`src/rtl/fft_bf_sched.sv`:
```
// Address and strobe sequencer for an in-place radix-2 DIT FFT.
// For each stage it issues one butterfly read per cycle, then idles long
// enough for the butterfly pipeline to write back before the next stage
// reads. Write addresses and strobes are the read ones delayed by
// BF_LATENCY cycles.
//
//  state   | meaning
//  --------+-----------------------------------------------------------
//  S_IDLE  | waiting for start; outputs quiet, stage holds last value
//  S_RUN   | one butterfly read per cycle, j = 0 .. N/2-1
//  S_DRAIN | no reads for BF_LATENCY cycles while writes land
//  S_DONE  | one-cycle done pulse, then back to S_IDLE
module fft_bf_sched #(
    parameter int LOG2N      = 3,
    parameter int BF_LATENCY = 3
) (
    input  logic             clk,
    input  logic             rst_n,
    input  logic             start,
    input  logic             abort,
    output logic             rd_en,
    output logic [LOG2N-1:0] rd_addr_a,
    output logic [LOG2N-1:0] rd_addr_b,
    output logic [LOG2N-2:0] tw_idx,
    output logic             wr_en,
    output logic [LOG2N-1:0] wr_addr_a,
    output logic [LOG2N-1:0] wr_addr_b,
    output logic [4:0]       stage,
    output logic             busy,
    output logic             done
);

    localparam int JW = LOG2N - 1;
    localparam int CW = (BF_LATENCY > 1) ? $clog2(BF_LATENCY) : 1;

    typedef enum logic [1:0] {
        S_IDLE,
        S_RUN,
        S_DRAIN,
        S_DONE
    } state_t;

    state_t           state_q;
    logic [JW-1:0]    j_q;
    logic [JW-1:0]    j_d;
    logic [CW-1:0]    cnt_q;
    logic [4:0]       stage_q;
    logic [4:0]       stage_d;
    logic             rd_en_q;
    logic [LOG2N-1:0] rd_a_q;
    logic [LOG2N-1:0] rd_b_q;
    logic [JW-1:0]    tw_q;
    logic             busy_q;
    logic             done_q;

    logic             dly_en_q [BF_LATENCY];
    logic [LOG2N-1:0] dly_a_q  [BF_LATENCY];
    logic [LOG2N-1:0] dly_b_q  [BF_LATENCY];

    // Upper leg: block base (j >> s) * 2 * half plus offset j mod half.
    function automatic logic [LOG2N-1:0] leg_a(input logic [JW-1:0] j, input logic [4:0] s);
        logic [LOG2N-1:0] jw;
        logic [LOG2N-1:0] low_mask;
        jw       = {1'b0, j};
        low_mask = ~({LOG2N{1'b1}} << s);
        return ((jw >> s) << (s + 5'd1)) | (jw & low_mask);
    endfunction

    // Lower leg sits half = 2**s above the upper leg.
    function automatic logic [LOG2N-1:0] leg_b(input logic [JW-1:0] j, input logic [4:0] s);
        logic [LOG2N-1:0] half;
        half = {{(LOG2N-1){1'b0}}, 1'b1} << s;
        return leg_a(j, s) + half;
    endfunction

    // Twiddle exponent: offset within the block scaled to the N-point root.
    function automatic logic [JW-1:0] tw_of(input logic [JW-1:0] j, input logic [4:0] s);
        logic [LOG2N-1:0] jw;
        logic [LOG2N-1:0] low_mask;
        logic [LOG2N-1:0] t;
        jw       = {1'b0, j};
        low_mask = ~({LOG2N{1'b1}} << s);
        t        = (jw & low_mask) << (5'(LOG2N - 1) - s);
        return t[JW-1:0];
    endfunction

    assign j_d     = j_q + 1'b1;
    assign stage_d = stage_q + 5'd1;

    // Sequencing FSM with registered read-side outputs.
    always_ff @(posedge clk or negedge rst_n) begin
        if (!rst_n) begin
            state_q <= S_IDLE;
            j_q     <= '0;
            cnt_q   <= '0;
            stage_q <= '0;
            rd_en_q <= 1'b0;
            rd_a_q  <= '0;
            rd_b_q  <= '0;
            tw_q    <= '0;
            busy_q  <= 1'b0;
            done_q  <= 1'b0;
        end else if (abort) begin
            // Cancel from any state; stage is left as it was.
            state_q <= S_IDLE;
            j_q     <= '0;
            cnt_q   <= '0;
            rd_en_q <= 1'b0;
            rd_a_q  <= '0;
            rd_b_q  <= '0;
            tw_q    <= '0;
            busy_q  <= 1'b0;
            done_q  <= 1'b0;
        end else begin
            case (state_q)
                S_IDLE: begin
                    done_q <= 1'b0;
                    busy_q <= 1'b0;
                    if (start) begin
                        state_q <= S_RUN;
                        stage_q <= '0;
                        j_q     <= '0;
                        rd_en_q <= 1'b1;
                        rd_a_q  <= leg_a('0, 5'd0);
                        rd_b_q  <= leg_b('0, 5'd0);
                        tw_q    <= tw_of('0, 5'd0);
                        busy_q  <= 1'b1;
                    end
                end
                S_RUN: begin
                    if (j_q == '1) begin
                        state_q <= S_DRAIN;
                        rd_en_q <= 1'b0;
                        rd_a_q  <= '0;
                        rd_b_q  <= '0;
                        tw_q    <= '0;
                        cnt_q   <= CW'(BF_LATENCY - 1);
                    end else begin
                        j_q    <= j_d;
                        rd_a_q <= leg_a(j_d, stage_q);
                        rd_b_q <= leg_b(j_d, stage_q);
                        tw_q   <= tw_of(j_d, stage_q);
                    end
                end
                S_DRAIN: begin
                    if (cnt_q == '0) begin
                        if (stage_q == 5'(LOG2N - 1)) begin
                            state_q <= S_DONE;
                            done_q  <= 1'b1;
                        end else begin
                            state_q <= S_RUN;
                            stage_q <= stage_d;
                            j_q     <= '0;
                            rd_en_q <= 1'b1;
                            rd_a_q  <= leg_a('0, stage_d);
                            rd_b_q  <= leg_b('0, stage_d);
                            tw_q    <= tw_of('0, stage_d);
                        end
                    end else begin
                        cnt_q <= cnt_q - 1'b1;
                    end
                end
                S_DONE: begin
                    state_q <= S_IDLE;
                    done_q  <= 1'b0;
                    busy_q  <= 1'b0;
                end
                default: begin
                    state_q <= S_IDLE;
                end
            endcase
        end
    end

    // Write-back delay line; abort flushes it so no stale write escapes.
    always_ff @(posedge clk or negedge rst_n) begin
        if (!rst_n) begin
            for (int i = 0; i < BF_LATENCY; i++) begin
                dly_en_q[i] <= 1'b0;
                dly_a_q[i]  <= '0;
                dly_b_q[i]  <= '0;
            end
        end else if (abort) begin
            for (int i = 0; i < BF_LATENCY; i++) begin
                dly_en_q[i] <= 1'b0;
                dly_a_q[i]  <= '0;
                dly_b_q[i]  <= '0;
            end
        end else begin
            dly_en_q[0] <= rd_en_q;
            dly_a_q[0]  <= rd_a_q;
            dly_b_q[0]  <= rd_b_q;
            for (int i = 1; i < BF_LATENCY; i++) begin
                dly_en_q[i] <= dly_en_q[i-1];
                dly_a_q[i]  <= dly_a_q[i-1];
                dly_b_q[i]  <= dly_b_q[i-1];
            end
        end
    end

    assign rd_en     = rd_en_q;
    assign rd_addr_a = rd_a_q;
    assign rd_addr_b = rd_b_q;
    assign tw_idx    = tw_q;
    assign wr_en     = dly_en_q[BF_LATENCY-1];
    assign wr_addr_a = dly_a_q[BF_LATENCY-1];
    assign wr_addr_b = dly_b_q[BF_LATENCY-1];
    assign stage     = stage_q;
    assign busy      = busy_q;
    assign done      = done_q;

endmodule

```
`config.mk`:
```
export PLATFORM = sky130hd
export DESIGN_NAME = fft_bf_sched
export DESIGN_NICKNAME = d
export VERILOG_FILES = /design/src/rtl/fft_bf_sched.sv
export SDC_FILE = /design/constraint.sdc
export NUM_CORES = 1
export LEC_CHECK = 0
export ABC_AREA = 1
export CAP_MARGIN = 10
export CORE_AREA = 2 2 74 76
export DETAILED_ROUTE_END_ITERATION = 8
export DIE_AREA = 0 0 76 78
export DONT_BUFFER_PORTS = 1
export GPL_TIMING_DRIVEN = 0
export MAX_ROUTING_LAYER = met4
export PLACE_DENSITY_LB_ADDON = 0.12
export SKIP_CTS_REPAIR_TIMING = 1
export SYNTH_ARGS = -nofsm -noshare
export SYNTH_HDL_FRONTEND = slang
export SYNTH_SLANG_ARGS = --single-unit
```
`constraint.sdc`:
```
create_clock -name clk -period 2.9 [get_ports clk]
set_input_delay 0.29 -clock clk [delete_from_list [all_inputs] [get_ports clk]]
set_output_delay 0.29 -clock clk [all_outputs]
set_load 0.03 [all_outputs]
```
==> results.yml <==
routing:
  wl_per_cell_um: 12.3
  drtPass1Iterations: 4
  drtAntennaViolNets: 0
  drc: 0
  vias_per_cell: 4.84
  via_count: 1674
  totalWireLength_um: 4240
  drt_iter0_markers: 70
floorplan:
  die_w_um: 76
  pin_count: 27
  die-height_um: 78
  start_util_pct: 44.0
  coreArea_mm2: 0.00504
  die-area_mm2: 0.00593
  num_rows: 26
worst_setup_path:
  cp-start-kind: "register"
  r2r_slack_ns: 0.31
  cp_top_family: "adder cells"
  worstPathArrival_ns: 2.78
  required_ns: 3.09
  r2r_start: "stage[1]"
  crit_type: "reg -> reg"
  worstRegToRegCells: 15
  worstPathCellList: "ha_1 -> nand2_1 -> inv_1 -> nor2_2 -> inv_1 -> nand4_1 -> o21ai_2 -> ha_1 -> fa_1 -> inv_1 -> nand3_1 -> nand2_1 -> nand4_1 -> nand3_1 -> nand2_1"
  worst_path_largest_cell_delay_ns: 0.52
  path_buf_inv: 3
  cp-end-kind: "register"
  cp_max_fo: 6
  crit_slowest_cell: "dfrtp_2"
  timing.rr.end: "rd_addr_b[2]"
grt:
  grt_max_degree: 44
  grt_first_pass_wirelength_um: 7520
  antenna_found_initial: 0
  grt_pass1_vias: 1629
  track_usage_pct: 16.3
  grt_overflow: 0
synth:
  synth_enable_flop_cells: 0
  yosysUniqueCellTypes: 26
  synth_top_area_cell: "dfrtp_1"
  yosys.area.top_type_share_pct: 48.5
  syn_nets: 281
  netlist_instances: 266
  synth_top_flop_cell: "dfrtp_1"
  yosysSeqAreaShare_pct: 48.5
  synthArstFlopShare_pct: 100
  syn-cell-area_mm2: 0.00222
  yosysMostFrequentCell: "inv_1"
  yosysWarnings: 0
  synth_common_cells: "inv_1 (51), dfrtp_1 (43), nand2_1 (42)"
  ys_ff_latch: 43
  avgSynthCellArea_um2: 8.34
  synthTopCellsByArea: "dfrtp_1 (48%), inv_1 (8.6%), nand2_1 (7.1%)"
cells_and_area:
  antennaDiodeCount: 0
  multi_input_area_um2: 875
  nets: 290
  area_growth_pct: 10.9
  fill_cells: 516
  regArea_mm2: 0.00108
  drive_above_1_share_pct: 13.8
power:
  powerDensity_mw_per_mm2: 799
  swShare_pct: 40.7
  peakVddDrop_mv: 0.281
  intPower_mw: 1.17
  combPwrFrac_pct: 35.2
  switchingPower_mw: 0.801
  power.share.sequential_pct: 40.9
  fin_total_pwr_mw: 1.97
  p_clk_share_pct: 23.9
  p_leak_nw: 1.22
cts:
  ctsRootBufferMaster: "clkbuf_8"
  cts.htree.levels: 2
  cts_buffers: 5
  cts_tree: "yes"
  clk_pin_slew_ns: 0.09
  clock_sink_count: 43
  clk_latency_ns: 0.30
  cts_buffer_depth: 2
placement:
  port_buffers: 0
  place.gp.congestion: 0.900
  dp_hpwl_um: 3100
hold_path:
  min_delay_path_depth: 4
  worst_hold_path_type: "in -> reg"
  min_from: "start"
  min_to: "busy"
flow_run:
  maxCapViolCount: 0
timing:
  fin_crit_sh_pct: 89.2
  finClkSkew_ns: 0.00786
  setup_viol: 0
  hold_viol: 0
  grt_setup_unrepaired: "false"
  worstMarginPinSlew_ns: 0.506
  tns_ns: 0
  fmax_mhz: 386
  slew_headroom_pct: 66.3
  period_minus_slack_ns: 2.59
  drv_slew: 0
outcome:
  status: "complete, no violations"
==> power by group through the flow <==
stage               Sequential (mW)  Clock (mW)  Combinational (mW)
CTS                           0.807       0.488               0.681
global route                  0.819       0.513               0.801
detailed placement            0.819           0               0.675
finish                        0.806       0.470               0.693
floorplan                     0.802           0               0.544
global placement              0.818           0               0.666
==> per-layer routing <==
layer  track usage [%]  vias up  wire length (µm)
met5                 -        -                 0
met4              6.00        0                78
met3              4.07        8               174
met2              26.6       29              2000
met1              19.7      800              1990
li1                  -      837                 -
==> through the flow <==
stage | hold WS, ns | cells | cell area (µm²) | utilization, % | setup WS [ns]
after global placement | -0.00403 | 336 | 2310 | 45.8 | 0.0873
after floorplan | -0.00559 | 266 | 2220 | - | 0.424
after CTS | -0.340 | 344 | 2420 | 48.0 | 0.0641
after global routing | 0.262 | 346 | 2460 | 48.8 | 0.0815
after detailed placement | -0.00388 | 336 | 2310 | 45.8 | 0.0890
final | 0.244 | 346 | 2460 | 48.8 | 0.312
==> how the worst max path moves through the flow <==
stage	start	to	slack (ns)	depth (start not counted)
after floorplan	stage[1]	rd_addr_b[2]	0.42	14
after global placement	stage[1]	rd_addr_b[2]	0.09	14
after detailed placement	stage[1]	rd_addr_b[2]	0.09	14
after CTS	stage[1]	rd_addr_b[2]	0.06	14
after global routing	stage[1]	rd_addr_b[2]	0.08	15
final	stage[1]	rd_addr_b[2]	0.31	15
==> logic make-up (layout without fill, tap and decap cells) <==
family                   count (synthesis)  count (layout)  share of synthesized area (%)
adder cells (fa/ha/maj)                 11              11                           6.54
buffers and inverters                   65              75                           12.2
AND/OR/NAND/NOR                        109             109                           22.0
XOR/XNOR                                 2               2                          0.789
flip-flops                              43              43                           48.5
AO/OA/AOI/OAI                           36              36                           9.98
==> cell type report <==
cell class              count  area share [%]
repair buffers              2            1.52
well taps                  70            3.56
multi-input cells         158            35.5
clock inverters             3            1.78
clock buffers               5            2.79
inverters                  53            8.08
flip-flops and latches     43            43.8
plain buffers              12            2.95
==> state kept, by name (all words and copies together) (netlist names), 3 cells and up <==
| register | flops |
|---|---|
| dly_a_q | 6 |
| stage | 5 |
| rd_addr_a | 3 |
| rd_addr_b | 3 |
| wr_addr_b | 3 |
| wr_addr_a | 3 |
| dly_b_q | 6 |
==> tightest hold or removal path, stage by stage <==
cell     delay, ns
inv_1         0.03
nand2_1       0.08
nand2_1       0.07
nor3_1        0.04
==> cells in the final DEF, fill, tap and decap left out, types with 3 or more instances in the layout <==
| master | n |
|---|---|
| o21ai_2 | 6 |
| ha_1 | 10 |
| nor2_1 | 34 |
| dfrtp_1 | 41 |
| buf_2 | 4 |
| nand4_1 | 8 |
| o211ai_1 | 3 |
| nand3_1 | 13 |
| a21oi_1 | 7 |
| nor2_4 | 3 |
| nor3_1 | 3 |
| o21bai_1 | 3 |
| nand2_1 | 42 |
| o21ai_0 | 13 |
| inv_1 | 51 |
| buf_4 | 6 |
| nor2_2 | 3 |
| clkbuf_8 | 5 |
(Power assumes the default switching activity.)
==> RTL edit 1: new RTL, config.mk and constraints unchanged <==
`LOG2N`: 3 -> 4.
--- a/src/rtl/fft_bf_sched.sv
+++ b/src/rtl/fft_bf_sched.sv
@@ -11,7 +11,7 @@
 //  S_DRAIN | no reads for BF_LATENCY cycles while writes land
 //  S_DONE  | one-cycle done pulse, then back to S_IDLE
 module fft_bf_sched #(
-    parameter int LOG2N      = 3,
+    parameter int LOG2N      = 4,
     parameter int BF_LATENCY = 3
 ) (
     input  logic             clk,
Ports: changed (5 resized); port bits go from 27 to 32. No check against the original RTL was run, so the function may have changed too.
==> RTL edit 1 against the unedited design <==
- synthesized area increased by 29%
- clock power decreased by 7.9%
- via count increased by 26%
- wire length increased by 31%
- design area increased by 27%
- setup slack got worse by 250 ps
- count of clock-buffer cells in the layout unchanged
- critical endpoint unchanged
- combinational power increased by 69%
- sequential cell count increased by 10
- power increased by 33%
==> RTL edit 1: results (changes against the unedited design) <==
antenna violations before repair 0 (unchanged); Synth Flop Type sky130_fd_sc_hd__dfrtp_1 (unchanged); layout cells sized above 1 18.97% (was 13.77%); Hold Crit Class input pin to flip-flop (unchanged); library cells used by synthesis 40 (was 26); Clk Latency, worst-skew pair 310 ps; count of buffers from port buffering 0 (unchanged); estimated wirelength of the detail-placed design 4054 um (was 3098 um); pin count of the biggest net entering global routing 54 (was 44); length of routed met2 wiring 2645 um (was 1996 um); Mapped Nets 356 (was 281); Final Wtd Congestion 0.9320 (was 0.8999); Worst Setup Slack post-DPL -125.9 ps (was 88.99 ps); worst IR drop on VDD 362.0 uV (was 280.9 uV); clk buf depth 2 (unchanged); Leakage 1.557 nW (was 1.225 nW); top routing layer in use met4 (unchanged); FFs w/ async S/R, synth 100.0% (unchanged); met3 layer wire length in the routed design 275 um (was 174 um); synth top area cells sky130_fd_sc_hd__dfrtp_1, sky130_fd_sc_hd__inv_1, sky130_fd_sc_hd__nor2_1 (was sky130_fd_sc_hd__dfrtp_1, sky130_fd_sc_hd__inv_1, sky130_fd_sc_hd__nand2_1); M1 WL 2561 um (was 1994 um); clock buffer count from CTS 5 (unchanged); number of levels the H-tree was split into 2 (unchanged); Cell Area, Placed 2942 um^2 (was 2307 um^2); Yosys Warn Count 0 (unchanged); slew at the pin with the worst max-slew slack 456.6 ps (was 506.0 ps); most frequent cells after synthesis sky130_fd_sc_hd__inv_1, sky130_fd_sc_hd__dfrtp_1, sky130_fd_sc_hd__nor2_1 (was sky130_fd_sc_hd__inv_1, sky130_fd_sc_hd__dfrtp_1, sky130_fd_sc_hd__nand2_1); number of DRC markers after the initial detailed-route iteration 102 (was 70); Antenna diodes 0 (unchanged); dpl cells 407 (was 336); Avg WL per Cell 13.29 um (was 12.27 um); register area share after synthesis 46.47% (was 48.48%); Crit-path slowest cell sky130_fd_sc_hd__dfrtp_1 (was sky130_fd_sc_hd__dfrtp_2); kind of cell with the highest combined delay on the critical path adder cells (unchanged); delay of the slowest cell on the worst path 410 ps (was 520 ps); cell at the root of the clock tree sky130_fd_sc_hd__clkbuf_8 (unchanged); setup skew after layout 8.644 ps (was 7.863 ps); Pre-antenna DRT Iters 4 (unchanged); wire length of the first global-routing pass 9459 um (was 7521 um); number of global-route vias before repair 2,013 (was 1,629); total via count after detailed routing 2,117 (was 1,674); endpoint arrival time on the critical path 3030 ps (was 2780 ps); final-stage net count 366 (was 290); number of standard cells after synthesis 337 (was 266); result of the run complete, no violations (unchanged); post-route non-filler standard cell count 418 (was 346); CP Max Fanout 5 (was 6); global-route total usage across every layer 20.44% (was 16.28%); clock transition at the registers of the reported paths 100 ps
[RTL edit 1: cell families after synthesis]
kind of cell / after synthesis / synth area share, %
AO/OA/AOI/OAI: 43 / 9.251
buffers and inverters: 78 / 12.14
AND/OR/NAND/NOR: 146 / 24.68
flip-flops: 53 / 46.47
XOR/XNOR: 2 / 0.6139
adder cells (fa/ha/maj): 15 / 6.839
[RTL edit 1: cell type report]
cell class              count  area, um^2
repair buffers              3       45.04
multi-input cells         206        1227
inverters                  62       235.2
fillers                   450        1906
clock inverters             3       26.28
plain buffers              16       111.4
clock buffers               5       68.82
well taps                  70       87.58
flip-flops and latches     53        1335
[RTL edit 1: worst paths after layout]
check | from | to | slack (ps) | cells after the start
max in group asynchronous | rst_n | dly_a_q[5]$_DFF_PN0_ | 2170 | 2
worst min-delay path | abort | dly_en_q[2]$_DFF_PN0_ | 270 | 2
worst min register to register | dly_en_q[2]$_DFF_PN0_ | dly_en_q[1]$_DFF_PN0_ | 460 | 2
worst max register to register | j_q[0]$_DFFE_PN0P_ | rd_addr_b[2]$_DFFE_PN0P_ | 60 | 15
worst max-delay path | j_q[0]$_DFFE_PN0P_ | rd_addr_b[2]$_DFFE_PN0P_ | 60 | 15
min in group asynchronous | rst_n | busy$_DFFE_PN0P_ | 490 | 2
[RTL edit 1: routing by layer]
layer / vias up / global-route usage, %
met5: - / -
met4: 0 / 6.000
met3: 6 / 4.302
met2: 55 / 32.95
met1: 983 / 26.41
li1: 1073 / -
[RTL edit 1: where the power goes]
part	internal [mW]	switching [mW]
Clock	0.176	0.257
Sequential	0.841	0.174
Combinational	0.421	0.753
Total	1.44	1.18
==> RTL edit 2: new RTL, config.mk and constraints unchanged <==
Without the edit above. Register the outputs `wr_en`, `wr_addr_a` and `wr_addr_b`, cleared by the reset; this adds one clock of latency there. The other outputs are not delayed to match.
--- a/src/rtl/fft_bf_sched.sv
+++ b/src/rtl/fft_bf_sched.sv
@@ -202,9 +202,17 @@
     assign rd_addr_a = rd_a_q;
     assign rd_addr_b = rd_b_q;
     assign tw_idx    = tw_q;
-    assign wr_en     = dly_en_q[BF_LATENCY-1];
-    assign wr_addr_a = dly_a_q[BF_LATENCY-1];
-    assign wr_addr_b = dly_b_q[BF_LATENCY-1];
+    always_ff @(posedge clk or negedge rst_n) begin
+        if (!rst_n) begin
+            wr_en     <= '0;
+            wr_addr_a <= '0;
+            wr_addr_b <= '0;
+        end else begin
+            wr_en     <= dly_en_q[BF_LATENCY-1];
+            wr_addr_a <= dly_a_q[BF_LATENCY-1];
+            wr_addr_b <= dly_b_q[BF_LATENCY-1];
+        end
+    end
     assign stage     = stage_q;
     assign busy      = busy_q;
     assign done      = done_q;
Function: changed (Yosys sat finds a counterexample within 10 cycles, from zero or initial values and one cycle with rst_n low).
==> RTL edit 2 against the unedited design <==
- first-iteration DRC count increased by 29%
- synthesized area increased by 15%
- final cell count increased by 9.0%
- sequential power increased by 23%
- power increased by 23%
- non-clock buffer count decreased by 5
- design area increased by 14%
- via count increased by 9.9%
- core utilization increased by 6.7 points
- sequential cell count increased by 7
- setup slack got worse by 200 ps
- wire length increased by 9.8%
- critical endpoint is now rd_addr_b[1]$_DFFE_PN0P_
==> RTL edit 2: results (changes against the unedited design) <==
met1 GRT Util 24.30% (was 19.73%); result of the run complete, no violations (unchanged); M1 WL 2246 um (was 1994 um); endpoint arrival time on the critical path 2970 ps (was 2780 ps); fraction of area in clock buffers and inverters 4.336% (was 4.573%); sequential cells 50 (was 43); sequential portion of the cell area 44.79% (was 43.80%); CP Max Fanout 8 (was 6); worst IR drop on VDD 350.0 uV (was 280.9 uV); met2 Track Usage GR 27.50% (was 26.61%); Routed WL 4661 um (was 4244 um); number of cells on the worst reg-to-reg path 11 (was 15); Plain + repair buffers 9 (was 14); filler cell count in the final layout 475 (was 516); met3 layer wire length in the routed design 194 um (was 174 um); end point of the most critical hold path dly_en_q[0]$_DFF_PN0_ (was busy$_DFFE_PN0P_); number of global-route vias before repair 1,744 (was 1,629); Post-Synth Adder-Cell Area 5.697% (was 6.539%); Cell Area, Placed 2635 um^2 (was 2307 um^2); final-stage net count 321 (was 290); WHS Path Cells 2 (was 4); pin count of the biggest net entering global routing 51 (was 44); estimated wirelength of the detail-placed design 3338 um (was 3098 um); Crit Reg-Reg Endpoint rd_addr_b[1]$_DFFE_PN0P_ (was rd_addr_b[2]$_DFFE_PN0P_); post-route core utilization 55.51% (was 48.83%); Worst slew margin 67.71% (was 66.27%); total via count after detailed routing 1,839 (was 1,674); buffer share of cell area 2.995% (was 4.472%); multi-input logic area 1042 um^2 (was 874.6 um^2); most frequent cells after synthesis sky130_fd_sc_hd__nand2_1, sky130_fd_sc_hd__dfrtp_1, sky130_fd_sc_hd__inv_1 (was sky130_fd_sc_hd__inv_1, sky130_fd_sc_hd__dfrtp_1, sky130_fd_sc_hd__nand2_1); Final Wtd Congestion 0.8565 (was 0.8999); layout cells sized above 1 14.66% (was 13.77%); clock buffer count from CTS 5 (unchanged); met3 usage in global routing 3.605% (was 4.070%); number of DRC markers after the initial detailed-route iteration 90 (was 70); synth top area cells sky130_fd_sc_hd__dfrtp_1, sky130_fd_sc_hd__nand2_1, sky130_fd_sc_hd__inv_1 (was sky130_fd_sc_hd__dfrtp_1, sky130_fd_sc_hd__inv_1, sky130_fd_sc_hd__nand2_1); wire length of the first global-routing pass 8238 um (was 7521 um); Leakage 1.439 nW (was 1.225 nW); Multi-In Gates 188 (was 158); global-route total usage across every layer 17.76% (was 16.28%); r2r setup slk 120 ps (was 310 ps); library cells used by synthesis 34 (was 26); setup skew after layout 6.150 ps (was 7.863 ps); number of clock buffers in the layout 6 (was 5); launching instance or port of the critical path stage[0]$_DFFE_PN0P_ (was stage[1]$_DFFE_PN0P_); length of routed met2 wiring 2167 um (was 1996 um); Mapped Nets 312 (was 281); fraction of area in multi-input gates 37.24% (was 35.52%); Synth Area in Compound Gates 7.269% (was 9.977%); final period demand of the worst path 2785 ps (was 2588 ps); XOR/XNOR Fraction of Synth Area 0% (was 0.7892%); Hold Path Origin abort (was start); non-clock inverter total of the final layout 52 (was 53)
==> RTL edit 2: cell count changes after synthesis, sizes merged, moves of 2 or more <==
cell / unedited run / this run
nand2: 44 / 73
nor2: 40 / 49
dfrtp: 43 / 50
buf: 10 / 4
a21oi: 7 / 3
nand3: 14 / 18
nand4: 8 / 5
inv: 53 / 51
o21bai: 3 / 1
xor2: 2 / 0
==> RTL edit 2: stage by stage <==
step	hold slack, ps	setup slack, ps	cells	total power, mW	TNS, ps
after floorplan	-5.591	302.9	297	1.722	0
after global routing	220.5	18.46	377	2.627	0
after CTS	-336.5	-28.81	375	2.432	-57.36
final	216.3	115.4	377	2.424	0
after global placement	-4.451	-7.581	367	1.894	-7.581
after detailed placement	-4.208	-8.786	367	1.905	-13.02
==> RTL edit 2: report_power, final <==
part / internal [mW] / leakage, nW / switching (mW)
sequential: 0.805 / 0.680 / 0.184
clock: 0.284 / 0.0618 / 0.233
combinational: 0.326 / 0.697 / 0.592
